File: config.mk
export PLATFORM = sky130hd
export DESIGN_NAME = port_share_arbiter
export DESIGN_NICKNAME = d
export VERILOG_FILES = /design/src/rtl/port_share_pkg.sv /design/src/rtl/port_share_arbiter_mux.sv /design/src/rtl/port_share_arbiter.sv
export SDC_FILE = /design/constraint.sdc
export NUM_CORES = 1
export LEC_CHECK = 0
export CAP_MARGIN = 20
export CORE_MARGIN = 4
export CORE_UTILIZATION = 32
export CTS_BUF_LIST = sky130_fd_sc_hd__clkbuf_16
export CTS_CLUSTER_DIAMETER = 30
export DETAILED_ROUTE_END_ITERATION = 8
export DONT_BUFFER_PORTS = 1
export GPL_ROUTABILITY_DRIVEN = 0
export HOLD_SLACK_MARGIN = 0.08
export PLACE_DENSITY = 0.42
export SETUP_SLACK_MARGIN = 0.1
export SLEW_MARGIN = 20
export SYNTH_ARGS = -nofsm -noshare
export SYNTH_HDL_FRONTEND = slang
export SYNTH_HIERARCHICAL = 1
export SYNTH_SLANG_ARGS = --single-unit
File: constraint.sdc
create_clock -name Clk -period 2.4 [get_ports Clk]
set_input_delay 0.48 -clock Clk [delete_from_list [all_inputs] [get_ports Clk]]
set_output_delay 0.48 -clock Clk [all_outputs]
set_load 0.1 [all_outputs]
File: src/rtl/port_share_pkg.sv
// Shared constants for the two-requester port-share arbiter: state encoding,
// mux select values and beat-counter width.
package port_share_pkg;
    localparam int CNT_W = 4;

    localparam logic [1:0] ST_IDLE  = 2'b00;
    localparam logic [1:0] ST_OWN_A = 2'b01;
    localparam logic [1:0] ST_OWN_B = 2'b10;

    localparam logic SEL_A = 1'b0;
    localparam logic SEL_B = 1'b1;
endpackage

File: src/rtl/port_share_arbiter_mux.sv
// 32-bit 2:1 data mux placed behind the arbiter; sel = 0 passes inA.
module Mux32Bit2To1 (
    input  logic [31:0] inA,
    input  logic [31:0] inB,
    input  logic        sel,
    output logic [31:0] out
);
    assign out = sel ? inB : inA;
endmodule

File: src/rtl/port_share_arbiter.sv
// Round-robin arbiter sharing one 32-bit port between requesters A and B,
// with bursts capped at BURST_MAX beats and a valid/ready handshake downstream.
module port_share_arbiter
    import port_share_pkg::*;
#(
    parameter int unsigned BURST_MAX = 4
) (
    input  logic        Clk,
    input  logic        Reset,
    input  logic        ReqA,
    input  logic        ReqB,
    input  logic        LastA,
    input  logic        LastB,
    input  logic [31:0] DataA,
    input  logic [31:0] DataB,
    input  logic        Ready,
    output logic        GntA,
    output logic        GntB,
    output logic        Sel,
    output logic [31:0] Out,
    output logic        OutValid
);
    // state | meaning
    // IDLE  | nobody owns the port, Sel parked on A
    // OWN_A | A owns the port, A beats counted in cnt
    // OWN_B | B owns the port, B beats counted in cnt

    logic [1:0]       state_q, state_d;
    logic [CNT_W-1:0] cnt_q, cnt_d;
    logic             prio_q, prio_d;

    logic             own_a, own_b;
    logic             beat_a, beat_b;
    logic [CNT_W-1:0] cnt_inc;
    logic             cap_hit;
    logic             rel_a, rel_b;

    assign own_a   = (state_q == ST_OWN_A);
    assign own_b   = (state_q == ST_OWN_B);
    assign beat_a  = own_a & ReqA & Ready;
    assign beat_b  = own_b & ReqB & Ready;
    assign cnt_inc = cnt_q + 1'b1;
    assign cap_hit = (cnt_inc == CNT_W'(BURST_MAX));

    // A withdrawn request releases even without a beat.
    assign rel_a = (beat_a & (LastA | cap_hit)) | (own_a & ~ReqA);
    assign rel_b = (beat_b & (LastB | cap_hit)) | (own_b & ~ReqB);

    always_comb begin
        state_d = state_q;
        cnt_d   = cnt_q;
        prio_d  = prio_q;
        case (state_q)
            ST_IDLE: begin
                if (ReqA && (!ReqB || prio_q == SEL_A)) begin
                    state_d = ST_OWN_A;
                end else if (ReqB) begin
                    state_d = ST_OWN_B;
                end
            end
            ST_OWN_A: begin
                if (rel_a) begin
                    cnt_d  = '0;
                    prio_d = SEL_B;
                    if (ReqB)      state_d = ST_OWN_B;
                    else if (ReqA) state_d = ST_OWN_A;
                    else           state_d = ST_IDLE;
                end else if (beat_a) begin
                    cnt_d = cnt_inc;
                end
            end
            ST_OWN_B: begin
                if (rel_b) begin
                    cnt_d  = '0;
                    prio_d = SEL_A;
                    if (ReqA)      state_d = ST_OWN_A;
                    else if (ReqB) state_d = ST_OWN_B;
                    else           state_d = ST_IDLE;
                end else if (beat_b) begin
                    cnt_d = cnt_inc;
                end
            end
            default: begin
                state_d = ST_IDLE;
                cnt_d   = '0;
            end
        endcase
    end

    always_ff @(posedge Clk or posedge Reset) begin
        if (Reset) begin
            state_q <= ST_IDLE;
            cnt_q   <= '0;
            prio_q  <= SEL_A;
        end else begin
            state_q <= state_d;
            cnt_q   <= cnt_d;
            prio_q  <= prio_d;
        end
    end

    assign GntA     = own_a;
    assign GntB     = own_b;
    assign Sel      = own_b ? SEL_B : SEL_A;
    assign OutValid = (own_a & ReqA) | (own_b & ReqB);

    Mux32Bit2To1 u_data_mux (
        .inA (DataA),
        .inB (DataB),
        .sel (Sel),
        .out (Out)
    );
endmodule

**Yosys cells after proc, flatten, opt, wreduce, memory -nomap -nowiden**

Index checks and enable logic that the tools add are counted.

- Flip-flop bits (word level): 7
- Bits of input ports: 71
- Output and inout port bits: 36
- Word-level logic and storage cells: 56

- $add $sub $neg: 1
- Equal/unequal tests: 8
- Mux-type cells: 19
- Bitwise logic cells: 17
- Reduce and logical (&&, ||, !) cells: 8

Operators with widths:

| cell | count |
|---|---|
| $mux 32 | 1 |
| $mux 4 | 4 |
| $mux 2 | 7 |
| $pmux 4 s3 | 1 |
| $reduce_and 3->1 | 3 |
| $and 1x1->1 | 8 |
| $ne 3x1->1 const B | 2 |
| $pmux 2 s3 | 1 |
| $or 1x1->1 | 5 |
| $add 4x1->4 const B | 1 |
| $eq 4x3->1 const B | 1 |
| $mux 1 | 4 |
| $ne 2x1->1 const B | 2 |
| $not 1->1 | 4 |
| $ne 3x3->1 const B | 1 |
| $eq 2x1->1 const B | 1 |
| $eq 2x2->1 const B | 1 |
| $logic_not 2->1 | 1 |
| $pmux 1 s2 | 1 |
| $reduce_bool 2->1 | 1 |
| $logic_and 1x1->1 | 1 |
| $logic_not 1->1 | 1 |
| $logic_or 1x1->1 | 1 |

**Logic depth before layout (Yosys ltp)**

Gate-level depths: netlist of the first run.

- Word-level depth: 7
- Gate-level depth with buffers: 7
- Depth with buffers taken out: 7

**By module**

The synthesis of the first run kept the hierarchy.

Modules (own cells, without submodules):

| module | instances | cells each | area an instance (um^2) | seq. area each (um^2) |
|---|---|---|---|---|
| port_share_arbiter | 1 | 62 | 555.5 | 175.2 |
| Mux32Bit2To1 | 1 | 36 | 544.3 | 0.0 |

**Worst setup path before layout of the first run**

OpenSTA, ideal clock, no wires.

- Path kind: reg2out
- From: reg state_q[0]
- To: out OutValid
- Arrival: 2,315 ps
- Data required time: 1,920 ps
- Slack: -395 ps
- Stages on the path, launching flop included: 5
- Path buffers: 0
- Path through: dfrtp_1 > inv_1 > ha_1 > nand2_1 > nand2_1

- Cells in the longest elaborated chain, start to end: 3
- Elaborated cells on any way between the ends: 5
- Classes of those cells: eq/ne: 2; bitwise: 3

RTL lines:

| element | RTL line | RTL |
|---|---|---|
| start, declared | port_share_arbiter.sv:28 | `logic [1:0] state_q, state_d;` |
| start signal, assigned | port_share_arbiter.sv:96 | `state_q <= state_d;` |
| $eq 2x2->1 | port_share_arbiter.sv:39 | `assign own_b = (state_q == ST_OWN_B);` |
| via GntB | port_share_arbiter.sv:18 | `output logic GntB,` |
| $and 1x1->1 | port_share_arbiter.sv:105 | `assign OutValid = (own_a & ReqA) \| (own_b & ReqB);` |
| $or 1x1->1 | port_share_arbiter.sv:105 |  |
| end, declared | port_share_arbiter.sv:21 | `output logic OutValid` |

The timed path passes the listed nets, and every way through them passes these cells.

**Final worst setup path of the first run**

- From: reg state_q[0]
- To: out Out[29]

- Cells in the longest elaborated chain, start to end: 3

RTL lines:

| element | RTL line | RTL |
|---|---|---|
| $eq 2x2->1 | port_share_arbiter.sv:39 |  |
| $mux 1 | port_share_arbiter.sv:104 | `assign Sel = own_b ? SEL_B : SEL_A;` |
| $mux 32 | port_share_arbiter_mux.sv:8 | `assign out = sel ? inB : inA;` |
| end, declared | port_share_arbiter.sv:20 | `output logic [31:0] Out,` |

Every way passes these cells.

==> impl_summary.log, run 1 <==
INFO  metric clock-skew-final = 0.00160 ns
INFO  metric post_synth_num_cell_types = 28
INFO  metric number_of_search_and_repair_iterations_in_the_first_detailed_routing_pass = 4
INFO  metric crit_chain = inv_1 > ha_4 > buf_12 > mux2_2 > buf_12
INFO  metric timing.hold.worst_path_depth = 2
INFO  metric layoutNonFillerInstCount = 182
INFO  metric detail_routed_via_count_per_cell = 5.08
INFO  metric syn-num-nets = 175
INFO  metric critical_path.reg2reg.endpoint = state_q[1]$_DFFE_PP0P_
INFO  metric achievable-frequency = 459 MHz
INFO  metric maxCapViolations = 0
INFO  metric totalNegativeSetupSlack = 0 ns
INFO  metric initial_utilization = 0.330
INFO  metric count_of_state_elements_after_synthesis = 7
INFO  metric report.final.hold_viol_count = 0
INFO  metric gr-max-usage-layer = met2
INFO  metric critPathSlowestCell = dfrtp_1
INFO  metric clk-insertion-delay-late = 0.23 ns
INFO  metric critPathLaunchType = register
INFO  metric routed_wirelength = 3.50 mm
INFO  metric report.final.slew_viol_count = 0
INFO  metric path_buf_inv = 3
INFO  metric ys_top_cells_by_count = mux2_4 (30), dfrtp_1 (7), inv_1 (7)
INFO  metric die_area = 4440 sq um
INFO  metric htree_levels = 1
INFO  metric cts.path.max_buffers = 2
INFO  metric hpwl_after_dpl = 3.11 mm
INFO  metric first_global_vias = 856
INFO  metric worst-path-max-fanout = 20
INFO  metric tightest_slew = 0.586 ns
INFO  metric antenna_violating_nets_post_route = 0
INFO  metric cts_made_buffers = 3
INFO  metric synth_edf_count = 0
INFO  metric cp_top_family = buffers and inverters
INFO  metric hold_path_class = input pin to register
INFO  metric post_placement_cell_count = 176
INFO  metric synthesis_warning_total = 6
INFO  metric cts_tree = done
INFO  metric gr-usage-met3 = 0.0438
INFO  metric port_buffers = 0
INFO  metric dpl-instance-area = 1800 sq um
INFO  metric avgSynthCellArea = 11.2 sq um
INFO  metric r2r-start = state_q[0]$_DFFE_PP0P_
INFO  metric clockRootBuffer = clkbuf_16
INFO  metric hold_end = state_q[0]$_DFFE_PP0P_
INFO  metric synth-async-reset-ratio = 1.00
INFO  metric synthesis.instances = 98
INFO  metric grt_first_pass_wirelength = 4.58 mm
INFO  metric rrSetupSlack = 0.42 ns
INFO  metric cell_count_of_the_worst_reg_to_reg_path = 8
INFO  metric yosysSeqAreaShare = 0.159
INFO  metric max-slew-margin-rel = 0.610
INFO  metric drt_first_iter_violations = 30
INFO  metric numClockSinks = 7
INFO  metric drive_gt1_frac = 0.581
INFO  metric worst_endpoint_data_arrival_time = 1.70 ns
INFO  metric drc = 0
INFO  metric critPathMaxStageDelay = 0.39 ns
INFO  metric routed-via-count = 925
INFO  metric num_rows = 21
INFO  metric grt.overflow.total = 0
INFO  metric critical_path_rt = 1.92 ns
INFO  metric wl_per_cell = 19.2 um
INFO  metric area_growth = 72.4%
INFO  metric met2_usage = 0.244
INFO  metric groute.usage.overall = 0.134
INFO  metric layout_min_cycle_time = 2.18 ns
INFO  metric worst_setup_hold_path_clk_slew = 0.04 ns
INFO  metric cp.depth = 5
INFO  metric flip_flop_cell_with_the_highest_count_after_synthesis = dfrtp_1
INFO  metric global_route.usage.met1 = 0.144
INFO  metric setup.worst_path.end_class = output pin
INFO  metric pin_count_of_the_biggest_net_entering_global_routing = 21
INFO  metric grt_antenna_before_repair = 0
INFO  metric yosys.area.top_type = mux2_4
INFO  metric pin_count = 107
INFO  metric core-area = 3340 sq um
INFO  metric synth_top_area_share = 0.410
INFO  metric min-delay-start = ReqA
INFO  metric synth.most_common_cell = mux2_4
INFO  metric die-height = 66.6 um
INFO  metric timing_worst_setup_path_type = register to output pin
INFO  metric setup_viol_count_final = 0
INFO  metric path_common_cell = buf_12
INFO  metric number_of_antenna_cells_inserted = 0
INFO  metric status = completed
INFO  metric share_of_the_clock_period_used_by_the_worst_path = 0.907
INFO  metric rsz0062_at_grt = no
INFO  metric synth.cell_area = 1100 sq um
INFO  metric die-width = 66.6 um
INFO  metric num-nets-final = 214
INFO  metric synth.top_cells.by_area = mux2_4 (41%), dfrtp_1 (16%), ha_1 (6.8%), buf_12 (5.5%), mux2_2 (3.1%)
INFO  metric fin_area = 1900 sq um
[worst register-to-register path, delay by kind of cell, from the launching register on]
kind | cells | cell delay [ns]
buffers and inverters | 3 | 0.83
AND/OR/NAND/NOR | 1 | 0.07
adder cells (fa/ha/maj) | 1 | 0.18
flip-flops | 1 | 0.39
multiplexers | 1 | 0.13
AO/OA/AOI/OAI | 2 | 0.30
[kinds of logic after synthesis]
logic type               after synthesis  share of synthesized area
AO/OA/AOI/OAI                         20                      0.131
adder cells (fa/ha/maj)                6                     0.0683
buffers and inverters                 12                     0.0956
flip-flops                             7                      0.159
multiplexers                          34                      0.449
AND/OR/NAND/NOR                       19                     0.0967
[worst max path at each step]
stage | start | slack [ns] | end
final | state_q[0]$_DFFE_PP0P_ | 0.22 | Out[29]
after detailed placement | state_q[0]$_DFFE_PP0P_ | 0.34 | state_q[0]$_DFFE_PP0P_
after floorplan | state_q[1]$_DFFE_PP0P_ | 0.24 | OutValid
after global placement | state_q[0]$_DFFE_PP0P_ | 0.39 | Out[29]
after CTS | state_q[0]$_DFFE_PP0P_ | 0.22 | Out[29]
after global routing | state_q[0]$_DFFE_PP0P_ | 0.18 | Out[29]
[stage by stage]
step / utilization / hold WS (ns) / worst slack, ns
after floorplan: - / 0.283 / 0.242
after global placement: 0.539 / 0.307 / 0.387
after detailed placement: 0.539 / 0.316 / 0.344
after CTS: 0.568 / 0.459 / 0.215
after global routing: 0.568 / 0.473 / 0.178
final: 0.568 / 0.460 / 0.224
[per-layer routing]
layer  part of all wire  up-vias
met5                  0        -
met4              0.010        0
met3               0.14        4
met2               0.52       53
met1               0.33      431
li1                   -      437
[flip-flops by register name, summed over array words and instances, names as in the netlist]
register,count
cnt_q,4
state_q,2
prio_q,1
[area by class of cell]
class,count,area (sq um)
inverters,7,26.3
clock buffers,3,75.1
well taps,46,57.6
flip-flops and latches,7,175
multi-input cells,79,837
fillers,278,1440
clock inverters,1,3.75
repair buffers,39,721
[placed cells by master, fill, tap and decap left out, types with 2 or more instances in the layout]
master / netlist / final
mux2_2: 3 / 3
o211ai_1: 2 / 2
dfrtp_1: 7 / 7
inv_1: 7 / 8
clkbuf_16: 0 / 3
buf_4: 1 / 4
a21oi_1: 4 / 4
nor2_1: 4 / 4
mux2_4: 30 / 30
ha_1: 6 / 4
nand2b_1: 4 / 4
a22o_1: 3 / 3
o22ai_1: 3 / 3
a31oi_1: 2 / 2
nand2_1: 6 / 5
buf_12: 3 / 34
[timing repair]
action,CTS,global route
hold buffers,1,0
endpoints found under the hold margin,7,0
setup buffers,1,0
gates resized for setup,0,0
endpoints found under the setup margin,1,0
Power of run 1 is not shown: default switching activity piles up to over one toggle a cycle in this logic, so the estimate is an artifact.
==> run 2, diff against run 1 <==
--- a/config.mk
+++ b/config.mk
@@ -5,7 +5,7 @@
 export SDC_FILE = /design/constraint.sdc
 export NUM_CORES = 1
 export LEC_CHECK = 0
-export CAP_MARGIN = 20
+export CAP_MARGIN = 15
 export CORE_MARGIN = 4
 export CORE_UTILIZATION = 32
 export CTS_BUF_LIST = sky130_fd_sc_hd__clkbuf_16
@@ -14,7 +14,7 @@
 export DONT_BUFFER_PORTS = 1
 export GPL_ROUTABILITY_DRIVEN = 0
 export HOLD_SLACK_MARGIN = 0.08
-export PLACE_DENSITY = 0.42
+export PLACE_DENSITY = 0.55
 export SETUP_SLACK_MARGIN = 0.1
 export SLEW_MARGIN = 20
 export SYNTH_ARGS = -nofsm -noshare
==> impl_summary.log, run 2 (synthesis gave the netlist of run 1 again) <==
INFO  metric worst_setup_hold_path_clk_slew = 0.03 ns (about the same)
INFO  metric critical_path_rt = 1.92 ns (about the same)
INFO  metric cellInternalPower = 1.54 mW
INFO  metric path_common_cell = buf_12
INFO  metric htree_levels = 1 (unchanged)
INFO  metric timing_worst_setup_path_type = register to output pin
INFO  metric first_global_vias = 952 (+11%)
INFO  metric num-nets-final = 219 (+2.3%)
INFO  metric power_per_cell_area = 1860 nW/um^2
INFO  metric critPathLaunchType = register
INFO  metric report.final.slew_viol_count = 0 (unchanged)
INFO  metric die-height = 66.6 um (unchanged)
INFO  metric worst-path-max-fanout = 18 (-10%)
INFO  metric achievable-frequency = 458 MHz (-0.35%)
INFO  metric net_switching_share_of_the_total_power = 0.571
INFO  metric largest_register_ff_count = 4 (unchanged)
INFO  metric share_seq_of_total_power = 0.050
INFO  metric number_of_antenna_cells_inserted = 0 (unchanged)
INFO  metric layout_min_cycle_time = 2.18 ns (+0.00757 ns)
INFO  metric report.final.hold_viol_count = 0 (unchanged)
INFO  metric ctsResizeCount = 0 (unchanged)
INFO  metric clockPowerShare = 0.076
INFO  metric reg_top3 = cnt_q (4), state_q (2), prio_q (1)
INFO  metric rsz0062_at_grt = no
INFO  metric routed-via-count = 966 (+4.4%)
INFO  metric number_of_search_and_repair_iterations_in_the_first_detailed_routing_pass = 4 (unchanged)
INFO  metric p_leak = 0.915 nW
INFO  metric detail_routed_via_count_per_cell = 5.17 (+1.6%)
INFO  metric p_sw = 2.05 mW
INFO  metric initial_utilization = 0.330 (unchanged)
INFO  metric layout.core_utilization = 0.579 (+0.0112)
INFO  metric fin_total_pwr = 3.60 mW
INFO  metric clk-insertion-delay-late = 0.23 ns (about the same)
INFO  metric max_flop_register = cnt_q
INFO  metric groute.usage.overall = 0.161 (+0.0265)
INFO  metric worst_endpoint_data_arrival_time = 1.70 ns (about the same)
INFO  metric tightest_slew = 0.545 ns (-0.0412 ns)
INFO  metric cts_made_buffers = 3 (unchanged)
INFO  metric setup.worst_path.end_class = output pin
INFO  metric hold_path_class = input pin to register
INFO  metric critPathMaxStageDelay = 0.39 ns (about the same)
INFO  metric drive_gt1_frac = 0.596 (+0.0149)
INFO  metric num_rows = 21 (unchanged)
INFO  metric final.fill_count = 265 (-4.7%)
INFO  metric drc = 0 (unchanged)
INFO  metric path_buf_inv = 3 (unchanged)
INFO  metric status = completed
INFO  metric core-area = 3340 sq um (unchanged)
INFO  metric mostFrequentLayoutCell = buf_12
INFO  metric crit_chain = inv_1 > ha_4 > buf_12 > mux2_4 > buf_12
INFO  metric clockRootBuffer = clkbuf_16
INFO  metric max-slew-margin-rel = 0.640 (+0.0304)
INFO  metric share_of_the_clock_period_used_by_the_worst_path = 0.910 (+0.00315)
INFO  metric numClockSinks = 7 (unchanged)
INFO  metric wl_per_cell = 20.7 um (+7.5%)
INFO  metric power.share.combinational = 0.874
INFO  metric clock-skew-final = 0.000201 ns (-0.00140 ns)
INFO  metric maxCapViolations = 0 (unchanged)
INFO  metric totalNegativeSetupSlack = 0 ns (unchanged)
INFO  metric area_growth = 75.8%
INFO  metric cts.path.max_buffers = 2 (unchanged)
INFO  metric most_used_cells_in_the_layout_excluding_fill_and_tap_cells = buf_12 (34), mux2_4 (30), buf_4 (9)
INFO  metric setup_viol_count_final = 0 (unchanged)
INFO  metric drt_first_iter_violations = 41 (+37%)
INFO  metric grt_first_pass_wirelength = 5.44 mm (+19%)
INFO  metric grt_antenna_before_repair = 0 (unchanged)
INFO  metric pin_count_of_the_biggest_net_entering_global_routing = 19 (-9.5%)
INFO  metric pin_count = 107 (unchanged)
INFO  metric hpwl_after_dpl = 3.32 mm (+6.9%)
INFO  metric die_area = 4440 sq um (unchanged)
INFO  metric routed_wirelength = 3.86 mm (+10%)
INFO  metric critPathSlowestCell = dfrtp_1
INFO  metric grt.overflow.total = 0 (unchanged)
INFO  metric cts_tree = done
INFO  metric vdd.ir_drop.worst = 782 uV
INFO  metric cp_top_family = buffers and inverters
INFO  metric die-width = 66.6 um (unchanged)
INFO  metric port_buffers = 0 (unchanged)
INFO  metric antenna_violating_nets_post_route = 0 (unchanged)
[run 2: cell types whose count changed in the layout (fill, tap and decap cells not counted), sizes merged]
| cell | change |
|---|---|
| buf | +5 |
[run 2: metal layers]
| layer | up-vias | share of wire | GRT usage |
|---|---|---|---|
| li1 | 448 | - | - |
| met1 | 456 | 0.32 | 0.175 |
| met2 | 58 | 0.52 | 0.291 |
| met3 | 4 | 0.15 | 0.0725 |
| met4 | 0 | 0.0088 | 0.0203 |
| met5 | - | 0 | 0 |
[run 2: power by group through the flow]
stage	combinational, mW	clock (mW)	sequential, mW
finish	3.14	0.272	0.180
global placement	3.04	0	0.176
detailed placement	3.08	0	0.180
global route	3.23	0.285	0.184
CTS	3.15	0.278	0.180
floorplan	2.28	0	0.173
[run 2: repair_timing]
item | CTS | global route
hold buffers | 1 | 0
endpoints found under the hold margin | 7 | 0
setup buffers | 6 | 0
setup endpoints to repair | 22 | 0
[run 2: layout make-up]
class / instances / area (sq um) / share of cell area
well taps: 46 / 57.6 / 0.0298
flip-flops and latches: 7 / 175 / 0.0906
repair buffers: 44 / 758 / 0.392
clock buffers: 3 / 75.1 / 0.0388
multi-input cells: 79 / 837 / 0.433
clock inverters: 1 / 3.75 / 0.00194
inverters: 7 / 26.3 / 0.0136
[run 2: worst register-to-register path: stages, from the launching register on]
cell,delay [ns]
dfrtp_1,0.39
inv_1,0.16
ha_4,0.23
buf_4,0.15
nand2_1,0.11
a21o_1,0.23
nand2b_1,0.19
nor2_1,0.12
mux2_2,0.27
[run 2: metrics by stage]
step	hold slack [ns]	instance area [sq um]	cells	setup WS, ns
floorplan	0.283	1120	98	0.242
CTS	0.457	1930	187	0.228
global route	0.465	1930	187	0.166
detailed placement	0.311	1800	176	0.318
global placement	0.307	1800	176	0.382
finish	0.471	1930	187	0.216
[run 2: worst paths after layout]
| check | from | endpoint | slack, ns | depth (start not counted) |
|---|---|---|---|---|
| max | state_q[0]$_DFFE_PP0P_ | Out[30] | 0.22 | 5 |
| min | ReqA | state_q[0]$_DFFE_PP0P_ | 0.47 | 2 |
| max reg2reg | state_q[0]$_DFFE_PP0P_ | cnt_q[0]$_DFFE_PP0P_ | 0.43 | 8 |
| min reg2reg | cnt_q[3]$_DFFE_PP0P_ | cnt_q[3]$_DFFE_PP0P_ | 0.54 | 1 |
| max in group asynchronous | Reset | prio_q$_DFFE_PP0P_ | 1.58 | 2 |
| min in group asynchronous | Reset | cnt_q[0]$_DFFE_PP0P_ | 0.62 | 2 |
Note: power is estimated with default switching activity, not from simulation.
==> run 3, diff against run 2 <==
--- a/config.mk
+++ b/config.mk
@@ -14,10 +14,11 @@
 export DONT_BUFFER_PORTS = 1
 export GPL_ROUTABILITY_DRIVEN = 0
 export HOLD_SLACK_MARGIN = 0.08
-export PLACE_DENSITY = 0.55
+export PLACE_DENSITY = 0.56
 export SETUP_SLACK_MARGIN = 0.1
 export SLEW_MARGIN = 20
 export SYNTH_ARGS = -nofsm -noshare
 export SYNTH_HDL_FRONTEND = slang
 export SYNTH_HIERARCHICAL = 1
 export SYNTH_SLANG_ARGS = --single-unit
+export TNS_END_PERCENT = 5
==> constraint.sdc (replaced) <==
create_clock -name Clk -period 1.9 [get_ports Clk]
set_input_delay 0.38 -clock Clk [delete_from_list [all_inputs] [get_ports Clk]]
set_output_delay 0.38 -clock Clk [all_outputs]
set_load 0.1 [all_outputs]
==> impl_summary.log, run 3 (synthesis gave the netlist of run 1 again) <==
INFO  metric status = complete, but fails checks
INFO  metric failed_checks = negative setup slack
INFO  metric critical_path_rt = 1.52 ns (-0.40 ns)
INFO  metric numClockSinks = 7 (unchanged)
INFO  metric r2r-start = cnt_q[1]$_DFFE_PP0P_
INFO  metric antenna_violating_nets_post_route = 0 (unchanged)
INFO  metric routed_wirelength = 4.32 mm (+12%)
INFO  metric clk-insertion-delay-late = 0.23 ns (about the same)
INFO  metric pin_count = 107 (unchanged)
INFO  metric worst_slack = -0.108 ns (-0.324 ns)
INFO  metric dpl-instance-area = 1820 sq um (+1.4%)
INFO  metric report.final.slew_viol_count = 0 (unchanged)
INFO  metric cts.path.max_buffers = 2 (unchanged)
INFO  metric timing_worst_setup_path_type = register to output pin
INFO  metric htree_levels = 1 (unchanged)
INFO  metric holdWs = 0.363 ns (-0.108 ns)
INFO  metric wl_per_cell = 22.5 um (+8.8%)
INFO  metric drt_first_iter_violations = 55 (+34%)
INFO  metric tightest_slew = 0.418 ns (-0.126 ns)
INFO  metric largest_register_ff_count = 4 (unchanged)
INFO  metric grt_first_pass_wirelength = 5.62 mm (+3.3%)
INFO  metric clockRootBuffer = clkbuf_16
INFO  metric max-slew-margin-rel = 0.721 (+0.0813)
INFO  metric worst_setup_hold_path_clk_slew = 0.04 ns (about the same)
INFO  metric area_growth = 89.8%
INFO  metric timing.hold.worst_path_depth = 2 (unchanged)
INFO  metric power_per_cell_area = 2330 nW/um^2 (+25%)
INFO  metric grt.overflow.total = 0 (unchanged)
INFO  metric clock-skew-final = 0.00269 ns (+0.00249 ns)
INFO  metric mostFrequentLayoutCell = buf_12
INFO  metric number_of_antenna_cells_inserted = 0 (unchanged)
INFO  metric layout.core_utilization = 0.625 (+0.0461)
INFO  metric number_of_search_and_repair_iterations_in_the_first_detailed_routing_pass = 4 (unchanged)
INFO  metric layoutNonFillerInstCount = 192 (+2.7%)
INFO  metric cell_count_of_the_worst_reg_to_reg_path = 5 (-3)
INFO  metric post_placement_cell_count = 178 (+1.1%)
INFO  metric first_global_vias = 1044 (+9.7%)
INFO  metric rsz0062_at_grt = yes
INFO  metric setup.worst_path.end_class = output pin
INFO  metric worst_endpoint_data_arrival_time = 1.63 ns (-0.07 ns)
INFO  metric detail_routed_via_count_per_cell = 5.38 (+4.1%)
INFO  metric report.final.hold_viol_count = 0 (unchanged)
INFO  metric most_used_cells_in_the_layout_excluding_fill_and_tap_cells = buf_12 (36), mux2_4 (30), buf_4 (9)
INFO  metric critical_path.reg2reg.endpoint = state_q[1]$_DFFE_PP0P_
INFO  metric routed-via-count = 1032 (+6.8%)
INFO  metric reg_top3 = cnt_q (4), state_q (2), prio_q (1)
INFO  metric fin_area = 2090 sq um (+8.0%)
INFO  metric min-delay-start = ReqA
INFO  metric worst-path-max-fanout = 6 (-12)
INFO  metric setup_viol_count_final = 30 (+30)
INFO  metric p_leak = 0.972 nW (+6.2%)
INFO  metric cts_tree = done
INFO  metric cts_made_buffers = 3 (unchanged)
INFO  metric die_area = 4440 sq um (unchanged)
INFO  metric port_buffers = 0 (unchanged)
INFO  metric worstSetupStartpoint = state_q[1]$_DFFE_PP0P_
INFO  metric die-height = 66.6 um (unchanged)
INFO  metric share_of_the_clock_period_used_by_the_worst_path = 1.06
INFO  metric num-nets-final = 224 (+2.3%)
INFO  metric drive_gt1_frac = 0.678 (+0.0823)
INFO  metric drc = 0 (unchanged)
INFO  metric die-width = 66.6 um (unchanged)
INFO  metric hpwl_after_dpl = 3.30 mm (-0.63%)
INFO  metric critPathLaunchType = register
INFO  metric final.fill_count = 255 (-3.8%)
INFO  metric hold_path_class = input pin to register
INFO  metric num_rows = 21 (unchanged)
INFO  metric groute.usage.overall = 0.168 (+0.00743)
INFO  metric rrSetupSlack = 0.03 ns (-0.40 ns)
INFO  metric max_flop_register = cnt_q
INFO  metric fin_total_pwr = 4.86 mW (+35%)
INFO  metric layout_min_cycle_time = 2.01 ns
INFO  metric hold_end = state_q[0]$_DFFE_PP0P_
INFO  metric achievable-frequency = 498 MHz
INFO  metric grt_antenna_before_repair = 0 (unchanged)
INFO  metric initial_utilization = 0.330 (unchanged)
INFO  metric core-area = 3340 sq um (unchanged)
INFO  metric vdd.ir_drop.worst = 1000 uV (+28%)
INFO  metric maxCapViolations = 0 (unchanged)
INFO  metric pin_count_of_the_biggest_net_entering_global_routing = 11 (-8)
INFO  metric totalNegativeSetupSlack = -2.11 ns (-2.11 ns)
INFO  metric pre_cts_slack = -0.000847 ns (-0.318 ns)
==> run 3: routing by layer <==
layer,routed length (um),vias to the layer above,track usage,share of wire
met5,0,-,0,0
met4,60,0,0.0355,0.014
met3,586,8,0.0489,0.14
met2,2310,83,0.327,0.53
met1,1360,484,0.175,0.31
li1,-,457,-,-
==> run 3: how the worst max path moves through the flow <==
stage,slack (ns),endpoint,cells past startpoint
2_1_floorplan,-0.11,Out[0],5
3_3_place_gp,0.07,cnt_q[3]$_DFFE_PP0P_,5
3_5_place_dp,-0.0008,state_q[1]$_DFFE_PP0P_,5
4_1_cts,-0.1,Out[14],6
5_1_grt,-0.14,Out[7],6
6_report,-0.11,Out[7],5
==> run 3: worst max-delay path, stage by stage (launching register included) <==
cell and delay (ns):
dfrtp_1 0.41, ha_4 0.20, buf_12 0.14, clkbuf_16 0.15, mux2_4 0.32, buf_12 0.17
==> run 3: final cells by class <==
type | instances | area (sq um) | share of cell area
multi-input cells | 79 | 886 | 0.424
inverters | 7 | 26.3 | 0.0126
well taps | 46 | 57.6 | 0.0276
repair buffers | 49 | 862 | 0.413
clock buffers | 3 | 75.1 | 0.0360
clock inverters | 1 | 3.75 | 0.00180
flip-flops and latches | 7 | 176 | 0.0845
==> run 3: what timing repair did <==
| item | in CTS | in global routing |
|---|---|---|
| setup buffers | 6 | 1 |
| endpoints found under the setup margin | 40 | 40 |
| gates cloned | 1 | 1 |
| endpoints found under the hold margin | 7 | 0 |
| resized for setup | 4 | 8 |
| hold buffers | 1 | 0 |
| pin swaps | 3 | 2 |
==> run 3: report_power, final <==
part,switching [mW],internal [mW],leakage [nW]
Combinational,2.59,1.70,0.838
Sequential,0.0317,0.187,0.0918
Clock,0.0796,0.274,0.0423
